==> config.mk <==
export PLATFORM = sky130hd
export DESIGN_NAME = alu_func
export DESIGN_NICKNAME = d
export VERILOG_FILES = /design/src/rtl/alu_func_pkg.sv /design/src/rtl/alu_func_dp.sv /design/src/rtl/alu_func.sv
export SDC_FILE = /design/constraint.sdc
export NUM_CORES = 1
export LEC_CHECK = 0
export CAP_MARGIN = 0
export CORE_ASPECT_RATIO = 0.75
export CORE_MARGIN = 2
export CORE_UTILIZATION = 59
export DETAILED_ROUTE_END_ITERATION = 7
export PLACE_DENSITY_LB_ADDON = 0.15
export SYNTH_ARGS = -nofsm -noshare
export SYNTH_HDL_FRONTEND = slang
export SYNTH_SLANG_ARGS = --single-unit
==> constraint.sdc <==
create_clock -name aclk -period 0.8 [get_ports aclk]
set_input_delay 0.12 -clock aclk [delete_from_list [all_inputs] [get_ports aclk]]
set_output_delay 0.12 -clock aclk [all_outputs]
set_load 0.02 [all_outputs]
==> src/rtl/alu_func_pkg.sv <==
// Shared types for the alu_func registered ALU: opcode width and opcode enum.
package alu_func_pkg;

  localparam int OPCODE_W = 3;

  typedef enum logic [OPCODE_W-1:0] {
    OP_ADD = 3'd0,
    OP_SUB = 3'd1,
    OP_AND = 3'd2,
    OP_OR  = 3'd3,
    OP_XOR = 3'd4,
    OP_NOT = 3'd5,
    OP_SHL = 3'd6,
    OP_SHR = 3'd7
  } alu_op_e;

endpackage

==> src/rtl/alu_func_dp.sv <==
// Combinational datapath of alu_func: next result and status from x, y, opcode.
// Define ALU_FUNC_SAT_EN to make ADD/SUB saturate instead of wrapping.
module alu_func_dp
  import alu_func_pkg::*;
#(
  parameter int WIDTH = 13
) (
  input  logic [WIDTH-1:0]    x,
  input  logic [WIDTH-1:0]    y,
  input  logic [OPCODE_W-1:0] opcode,
  output logic [WIDTH-1:0]    result_next,
  output logic                status_next
);

  // One extra bit holds carry-out for ADD and borrow for SUB.
  logic [WIDTH:0] sum;
  logic [WIDTH:0] diff;

  assign sum  = {1'b0, x} + {1'b0, y};
  assign diff = {1'b0, x} - {1'b0, y};

  always_comb begin
    result_next = '0;
    status_next = 1'b0;
    case (alu_op_e'(opcode))
      OP_ADD: begin
        status_next = sum[WIDTH];
`ifdef ALU_FUNC_SAT_EN
        result_next = sum[WIDTH] ? '1 : sum[WIDTH-1:0];
`else
        result_next = sum[WIDTH-1:0];
`endif
      end
      OP_SUB: begin
        status_next = diff[WIDTH];
`ifdef ALU_FUNC_SAT_EN
        result_next = diff[WIDTH] ? '0 : diff[WIDTH-1:0];
`else
        result_next = diff[WIDTH-1:0];
`endif
      end
      OP_AND: begin
        result_next = x & y;
        status_next = (result_next == '0);
      end
      OP_OR: begin
        result_next = x | y;
        status_next = (result_next == '0);
      end
      OP_XOR: begin
        result_next = x ^ y;
        status_next = (result_next == '0);
      end
      OP_NOT: begin
        result_next = ~x;
        status_next = (result_next == '0);
      end
      OP_SHL: begin
        result_next = {x[WIDTH-2:0], 1'b0};
        status_next = x[WIDTH-1];
      end
      OP_SHR: begin
        result_next = {1'b0, x[WIDTH-1:1]};
        status_next = x[0];
      end
      default: begin
        result_next = '0;
        status_next = 1'b0;
      end
    endcase
  end

endmodule

==> src/rtl/alu_func.sv <==
// Registered 8-function ALU: one-cycle latency, async active-low clear of outputs.
// Optional saturating ADD/SUB via ALU_FUNC_SAT_EN (handled in alu_func_dp).
module alu_func
  import alu_func_pkg::*;
#(
  parameter int WIDTH = 13
) (
  input  logic                aclk,
  input  logic                aresetn,
  input  logic [WIDTH-1:0]    x,
  input  logic [WIDTH-1:0]    y,
  input  logic [OPCODE_W-1:0] opcode,
  output logic [WIDTH-1:0]    result,
  output logic                status
);

  logic [WIDTH-1:0] result_next;
  logic             status_next;

  alu_func_dp #(
    .WIDTH(WIDTH)
  ) u_dp (
    .x           (x),
    .y           (y),
    .opcode      (opcode),
    .result_next (result_next),
    .status_next (status_next)
  );

  always_ff @(posedge aclk or negedge aresetn) begin
    if (!aresetn) begin
      result <= '0;
      status <= 1'b0;
    end else begin
      result <= result_next;
      status <= status_next;
    end
  end

endmodule

==> metrics.txt, run 1 <==
top cells by area, synth=ha_1, dfrtp_1, a21oi_1; Mapped Nets=about 440; top post-synthesis cells by count=ha_1, inv_1, a21oi_1; Starting Density=between 60% and 70%; Halt Reason=[ERROR DPL-0038] Utilization greater than 100%, impossible to legalize; Die W=about 80 um; number of flops mapped to enable cells by yosys=0; Longest Clk Path Bufs=2; leading area contributor after synthesis=ha_1; Post-CTS Setup Bufs=20; IO Count=45; Post-Syn Instances=368; Routability Congestion=approximately 1.1; synthesized area=between 2000 and 3000 um2; sinks on the clock net=14; library cells used by synthesis=60; outcome=stopped before the end; top cell type's share of synthesized area=around 18%; Seq cells post-synth=14; DP Worst Slack=-2010 ps; die height=about 63 um; port bufs=44; most frequent cell after synthesis=ha_1; Post-DP HPWL=9930 um; CTS H-Tree Depth=1; Exit stage=clock tree synthesis; Mean Syn Cell Area=7.36 um2; yosys warns=0; post-cts hold buffer count=0; Synth Flop Type=dfrtp_1; post-cts repair resize count=approximately 260; sequential area share after synthesis=about 13%; Cell Rows=21; CTS Buf Count=3; Clock Tree Root=clkbuf_8; asr flop ratio synth=100%
[metrics by stage]
stage	instances	area [um2]	hold WS [ps]	utilization, %
floorplan	368	2850	-176	-
global placement	569	4160	465	93.6
detailed placement	569	4160	476	93.6
[cell families after synthesis]
family | after synthesis | share of synthesized area, %
AOI/OAI and AO/OA | 116 | 27.9
buffers and inverters | 61 | 9.24
xor gates and xnor gates | 9 | 2.91
and+or+nand+nor | 113 | 21.2
DFF | 14 | 12.9
muxes | 13 | 5.87
adders and majority gates | 42 | 20.0
==> run 2: changes to the inputs <==
Settings changed: CORE_ASPECT_RATIO 0.75 to default, CORE_UTILIZATION 59 to 40.
==> metrics.txt, run 2 <==
outcome=finished with violations; failing checks=negative setup slack; post-cts hold buffer count=0; Synth Flop Type=dfrtp_1; gr usage total=a little under a third; Worst Path Required=940 ps; Hold WC Path Type=input pin to asynchronous set/reset pin; Reg area=between 300 and 400 um2; leading area contributor after synthesis=ha_1; ant diodes=0; Longest Clk Path Bufs=2; Core Footprint=6460 um2; Slew @ Worst Pin=roughly 440 ps; Fmax=about 500 MHz; die area=7450 um2; worst relative slew slack=a little over two thirds; DP Worst Slack=-1970 ps; Critical Path End Type=register; sinks on the clock net=14; top cell type's share of synthesized area=18.5%; drt pass-1 iters=7; Clock Tree Root=clkbuf_8; leakage power=2.30 nW; CP startpoint kind=input pin; Worst Path Arrival=approximately 2100 ps; top post-synthesis cells by count=ha_1, inv_1, a21oi_1; CTS H-Tree Depth=1; Multi-input gate area=~2700 um2; die height=roughly 86 um; commonest non-fill, non-tap cell in the layout=buf_4; synthesized area=2710 um2; dpl cell area=about 4200 um2; sequential area share after synthesis=12.9%; Routability Congestion=between 0.9 and 1; Cell Rows=29; port bufs=44; asr flop ratio synth=100%; DR vias=between 3,000 and 4,000; final wirelength=12,000 um; Power per Cell Area=a little over 1000 nW/um2; Seq cells post-synth=14; period utilisation layout=250%; Largest regs=result: 13 flops, status: 1 flops; final slew viol count=0; Mean Syn Cell Area=between 7 and 8 um2; IO Count=between 40 and 50; largest net degree at the start of global routing=20; DRC=0; Crit Path Class=input pin to register; filler instances=around 460; Mapped Nets=441; fin util=slightly below 80%; DRT iter0 DRCs=approximately 350; Final ANT Viol Nets=0; Starting Density=between 40% and 50%; drt wl/cell=between 15 and 20 um; Post-DP HPWL=8490 um; RSZ-0062 raised after global routing=true; register name with the most flops=result; most frequent cells in the layout=buf_4, buf_6, nand2_1, nor2_1, ha_4; global-route wire length before repair=roughly 18,000 um; CP max FO=2; library cells used by synthesis=60; number of flops mapped to enable cells by yosys=0; initial antenna violation count=0; top cells by area, synth=ha_1, dfrtp_1, a21oi_1; Critical Path Start=x[0]; most frequent cell after synthesis=ha_1; CTS Buf Count=3; Setup-failing EPs final=28; ratio of cells with drive above 1 in the final layout=between 50% and 60%; max reg flops=13; Final Hold Viols=0; Layout area overhead=88.9%; Post-Syn Instances=368; worst setup margin=-1200 ps; Hold WS=187 ps; final net count=just over 600; yosys warns=0; Clock transition at path regs=about 60 ps; Die W=around 86 um; final instance area=roughly 5000 um2; CTS tree=built; Fin Setup TNS=-14,530 ps; vias in the first global route=about 3,400; maxcap violations=0; gr ovfl total=0; Via density=roughly 6.0; Tmin final=between 1500 and 2000 ps; worst vdd ir=around 0.50 mV
## run 2: per-layer routing
metal / up-vias / part of all wire (%) / GRT usage [%] / routed length, um
li1: 1673 / - / - / -
met3: 57 / 9.3 / 3.14 / 1120
met5: - / 0 / 0 / 0
met4: 0 / 4.2 / 10.8 / 500
met2: 243 / 46 / 51.2 / 5540
met1: 1743 / 40 / 42.1 / 4830
## run 2: through the flow
stage,cells,power [mW]
after CTS,612,4.78
after floorplan,368,2.25
after global placement,591,3.59
final,619,5.16
after global routing,619,5.41
after detailed placement,591,3.61
## run 2: cell families after synthesis
family,synth area share [%]
adder cells (fa/ha/maj),20.0
XOR/XNOR,2.91
AO/OA/AOI/OAI,27.9
flip-flops,12.9
AND/OR/NAND/NOR,21.2
buffers and inverters,9.24
multiplexers,5.87
## run 2: worst max-delay path, cell delays in order
cell	delay [ps]
buf_8	100
buf_6	120
inv_8	40
ha_4	130
inv_2	40
fa_2	350
nor2b_4	130
o21bai_1	190
a211oi_2	110
or2_1	280
a21oi_2	160
xnor2_1	80
a221o_1	290
## run 2: where the power goes
group,internal (mW),switching (mW)
logic,1.82,1.77
registers,0.812,0.0447
clock network,0.438,0.274
total,3.07,2.09
## run 2: layout make-up
cell class	count	share of cell area [%]
Multi-Input combinational cell	293	53.7
Timing Repair Buffer	192	33.3
Sequential cell	14	6.85
Inverter	39	3.13
Tap cell	77	1.88
Clock buffer	4	1.08
## run 2: what timing repair did
item / 4_1_cts / 5_1_grt
gates resized for setup: 245 / 60
pin swaps: 42 / 47
setup buffers: 17 / 12
setup endpoints to repair: 28 / 28
cloned: 2 / 0
## run 2: worst max path at each step
stage	to	slack [ps]
after floorplan	result[11]$_DFF_PN0_	-1110
after global placement	result[10]$_DFF_PN0_	-1880
after detailed placement	result[10]$_DFF_PN0_	-1970
after CTS	result[9]$_DFF_PN0_	-1190
after global routing	result[10]$_DFF_PN0_	-1290
final	result[10]$_DFF_PN0_	-1200
No activity file was read; power rests on OpenSTA's default activity.
==> run 3: changes to the inputs <==
Settings changed: MAX_ROUTING_LAYER from default to met4.
==> metrics.txt, run 3 (synthesized netlist as in run 2, its figures left out) <==
Fmax=approximately 500 MHz; ant diodes=0; internal power=roughly 3 mW; Tmin final=about 2000 ps; gr usage total=30.0%; Gate power share=69.2%; DRC=0; Clock transition at path regs=around 60 ps; final wirelength=11,600 um; dpl cell area=4220 um2; Worst Path Required=between 900 and 1000 ps; Via density=roughly 5.8; Sw Ratio=39.6%; ratio of cells with drive above 1 in the final layout=53.5%; Slew @ Worst Pin=slightly below 500 ps; Final ANT Viol Nets=0; critical path's slowest cell=a221o_1; initial antenna violation count=0; DP Worst Slack=-1920 ps; max reg flops=13; largest net degree at the start of global routing=20; port bufs=44; Worst Path Arrival=roughly 2100 ps; Post-DP HPWL=8580 um; CTS Buf Count=3; sinks on the clock net=14; Reg area=between 300 and 400 um2; post-cts hold buffer count=0; Power per Cell Area=around 1000 nW/um2; die area=about 7400 um2; drt wl/cell=approximately 19 um; Die W=~86 um; worst setup margin=-1210 ps; Hold WC Path Type=input pin to asynchronous set/reset pin; slowest stage delay, CP=350 ps; final net count=620; P_sw=a little under 2 mW; register name with the most flops=result; Hold WS=around 210 ps; CP max FO=3; DRT iter0 DRCs=approximately 280; vias in the first global route=~3,300; Clock power frac=13.5%; maxcap violations=0; Crit path top cell by count=a221o_1; CP startpoint kind=input pin; global-route wire length before repair=17,100 um; Top delay family on crit path=compound AO/OA/AOI/OAI gates; Cell Rows=29; gr ovfl total=0; Tot Pwr=4.97 mW; Clock Tree Root=clkbuf_8; most frequent cells in the layout=buf_4, buf_6, nand2_1, nor2_1, inv_2; Core Footprint=around 6500 um2; Crit Path Class=input pin to register; final instance area=4970 um2; worst vdd ir=0.451 mV; leakage power=~2.3 nW; RSZ-0062 raised after global routing=true; outcome=finished with violations; Fin Setup TNS=-14,130 ps; period utilisation layout=252%; worst relative slew slack=around two thirds; CTS tree=built; Starting Density=a little over two fifths; commonest non-fill, non-tap cell in the layout=buf_4; DR vias=roughly 3,600; Largest regs=result: 13 flops, status: 1 flops; Routability Congestion=0.954; die height=around 86 um; filler instances=slightly below 500; final slew viol count=0; IO Count=45; Layout area overhead=83.6%; failing checks=negative setup slack; Multi-input gate area=2620 um2; Final Hold Viols=0; Longest Clk Path Bufs=2; worst path cell trace=buf_8 > clkinvlp_4 > ha_4 > o21ba_4 > nor4_4 > nor3_2 > o31a_1 > a221o_1 > a221o_1; CTS H-Tree Depth=1; Sequential Power Share=17.3%; Buf/Inv on CP=2; Critical Path End Type=register; drt pass-1 iters=5; Setup-failing EPs final=28
[run 3: routing by layer]
layer	GRT usage, %	part of all wire, %	vias up
li1	-	-	1683
met1	41.2	42	1700
met2	48.4	47	207
met3	2.10	8.3	49
met4	7.24	3.4	0
met5	-	0	-
[run 3: area by class of cell]
cell class                      count  area share, %
Clock buffer                        4           1.11
Multi-Input combinational cell    293           52.6
Tap cell                           77           1.94
Timing Repair Buffer              196           34.0
Sequential cell                    14           7.05
Inverter                           39           3.27
[run 3: worst paths after layout]
path | from | endpoint | slack (ps) | cells after the start
max in group asynchronous | aresetn | status$_DFF_PN0_ | 480 | 2
hold / removal | aresetn | result[3]$_DFF_PN0_ | 210 | 2
min in group aclk | opcode[2] | result[6]$_DFF_PN0_ | 420 | 4
setup / recovery | y[1] | result[9]$_DFF_PN0_ | -1210 | 9
[run 3: stage by stage]
step,std cells,util (%)
2_1_floorplan,368,-
3_3_place_gp,596,65.4
3_5_place_dp,596,65.4
4_1_cts,614,73.3
5_1_grt,623,77.0
6_report,623,77.0
[run 3: what timing repair did]
| action | 4_1_cts | 5_1_grt |
|---|---|---|
| setup endpoints to repair | 28 | 28 |
| buffers inserted | 15 | 11 |
| cloned | 1 | 0 |
| pin swaps | 43 | 43 |
| gates resized for setup | 235 | 49 |
[run 3: power by group through the flow]
| stage | clock (mW) | combinational, mW | sequential, mW |
|---|---|---|---|
| after detailed placement | 0 | 2.78 | 0.853 |
| after global routing | 0.716 | 3.65 | 0.868 |
| final | 0.672 | 3.44 | 0.859 |
| after global placement | 0 | 2.76 | 0.847 |
| after floorplan | 0 | 1.26 | 0.989 |
| after CTS | 0.687 | 3.14 | 0.862 |
==> run 4: changes to the inputs <==
--- a/constraint.sdc
+++ b/constraint.sdc
@@ -3,2 +3,2 @@
 set_output_delay 0.12 -clock aclk [all_outputs]
-set_load 0.02 [all_outputs]
+set_load 0.05 [all_outputs]
==> metrics.txt, run 4 (synthesized netlist as in run 2, its figures left out) <==
initial antenna violation count=0; filler instances=between 400 and 500; Sw Ratio=42.1%; Tmin final=between 2000 and 2500 ps; post-cts hold buffer count=0; final net count=620; period utilisation layout=253%; IO Count=45; Buf/Inv on CP=4; Die W=about 86 um; final wirelength=12,100 um; slowest stage delay, CP=between 300 and 400 ps; Routability Congestion=slightly below 1; register name with the most flops=result; Clock Tree Root=clkbuf_8; most frequent cells in the layout=buf_4, nor2_1, nand2_1, ha_1, a21oi_1; Largest regs=result: 13 flops, status: 1 flops; Via density=5.96; RSZ-0062 raised after global routing=true; Gate power share=a little over 70%; Placed Instances=600; gr ovfl total=0; Crit path top cell by count=buf_6; Cell Rows=29; gr usage total=about a third; CP max FO=3; critical path's slowest cell=fa_2; Power per Cell Area=1100 nW/um2; DR vias=~3,700; commonest non-fill, non-tap cell in the layout=buf_4; fin util=approximately 80%; Setup-failing EPs final=28; largest net degree at the start of global routing=21; Final ANT Viol Nets=0; Top delay family on crit path=compound AO/OA/AOI/OAI gates; Core Footprint=approximately 6500 um2; Worst Path Arrival=~2200 ps; outcome=finished with violations; Final Hold Viols=0; internal power=3.23 mW; Slew @ Worst Pin=just under 500 ps; P_sw=2.34 mW; Clock transition at path regs=approximately 60 ps; Critical Path End Type=register; vias in the first global route=between 3,000 and 4,000; maxcap violations=0; CTS tree=built; DP Worst Slack=-1880 ps; Post-DP HPWL=8940 um; drt wl/cell=~19 um; Sequential Power Share=about 16%; Clock power frac=12.8%; Longest Clk Path Bufs=2; ratio of cells with drive above 1 in the final layout=~51%; port bufs=44; Fin Setup TNS=-15,320 ps; DRC=0; worst vdd ir=roughly 0.59 mV; CP startpoint kind=input pin; leakage power=approximately 2.3 nW; CTS H-Tree Depth=1; ant diodes=0; Fmax=between 400 and 500 MHz; worst setup margin=-1220 ps; Starting Density=between 40% and 50%; die area=roughly 7400 um2; global-route wire length before repair=~18,000 um; Hold WC Path Type=input pin to asynchronous set/reset pin; final slew viol count=0; worst path cell trace=buf_8 > clkinvlp_4 > buf_6 > buf_6 > fa_2 > nand2b_4 > a21oi_4 > o21ai_2 > nor3_2 > nor2b_1 > xnor2_1 > a221o_1; die height=86.3 um; sinks on the clock net=14; DRT iter0 DRCs=390; worst relative slew slack=roughly two thirds; max reg flops=13; Layout area overhead=87.5%; Crit Path Class=input pin to register; Worst Path Required=between 900 and 1000 ps; CTS Buf Count=3; non-filler instance count after layout=623; drt pass-1 iters=6; failing checks=negative setup slack
==> run 4: metrics by stage <==
stage                     power [mW]  cell area (um2)  hold WS (ps)
after floorplan                 2.49             2850          -176
after CTS                       5.25             4870           210
after detailed placement        4.21             4390           469
final                           5.57             5080           199
after global routing            5.81             5080           190
after global placement          4.19             4390           465
==> run 4: final timing paths <==
kind                           start              endpoint  slack (ps)  depth (start not counted)
hold / removal               aresetn      status$_DFF_PN0_         200                          2
setup / recovery                y[1]  result[10]$_DFF_PN0_       -1220                         12
min in group aclk          opcode[2]   result[6]$_DFF_PN0_         200                          3
max in group asynchronous    aresetn   result[6]$_DFF_PN0_         480                          2
==> run 4: layer usage <==
metal | wire, um | global-route usage, % | share of wire [%]
met1 | 4920 | 42.7 | 41
met2 | 5830 | 54.4 | 48
met3 | 937 | 2.48 | 7.8
met4 | 403 | 11.2 | 3.3
met5 | 0 | - | 0
==> run 4: layout make-up <==
class | instances | area [um2] | share of cell area, %
sequential | 14 | 350 | 6.90
inverter | 39 | 158 | 3.10
tap | 77 | 96.3 | 1.90
clock buffer | 4 | 55.1 | 1.08
multi-input combinational | 293 | 2640 | 51.9
timing repair buffer | 196 | 1780 | 35.1
==> run 4: repair_timing <==
item / CTS / global route
endpoints found under the setup margin: 28 / 28
pin swaps: 34 / 42
gates resized for setup: 122 / 53
setup buffers: 18 / 6
==> run 4: power groups by stage <==
stage / logic (mW) / clock network, mW / registers (mW)
6_report: 3.96 / 0.711 / 0.901
5_1_grt: 4.15 / 0.755 / 0.911
3_3_place_gp: 3.27 / 0 / 0.915
2_1_floorplan: 1.26 / 0 / 1.23
4_1_cts: 3.63 / 0.718 / 0.905
3_5_place_dp: 3.30 / 0 / 0.916
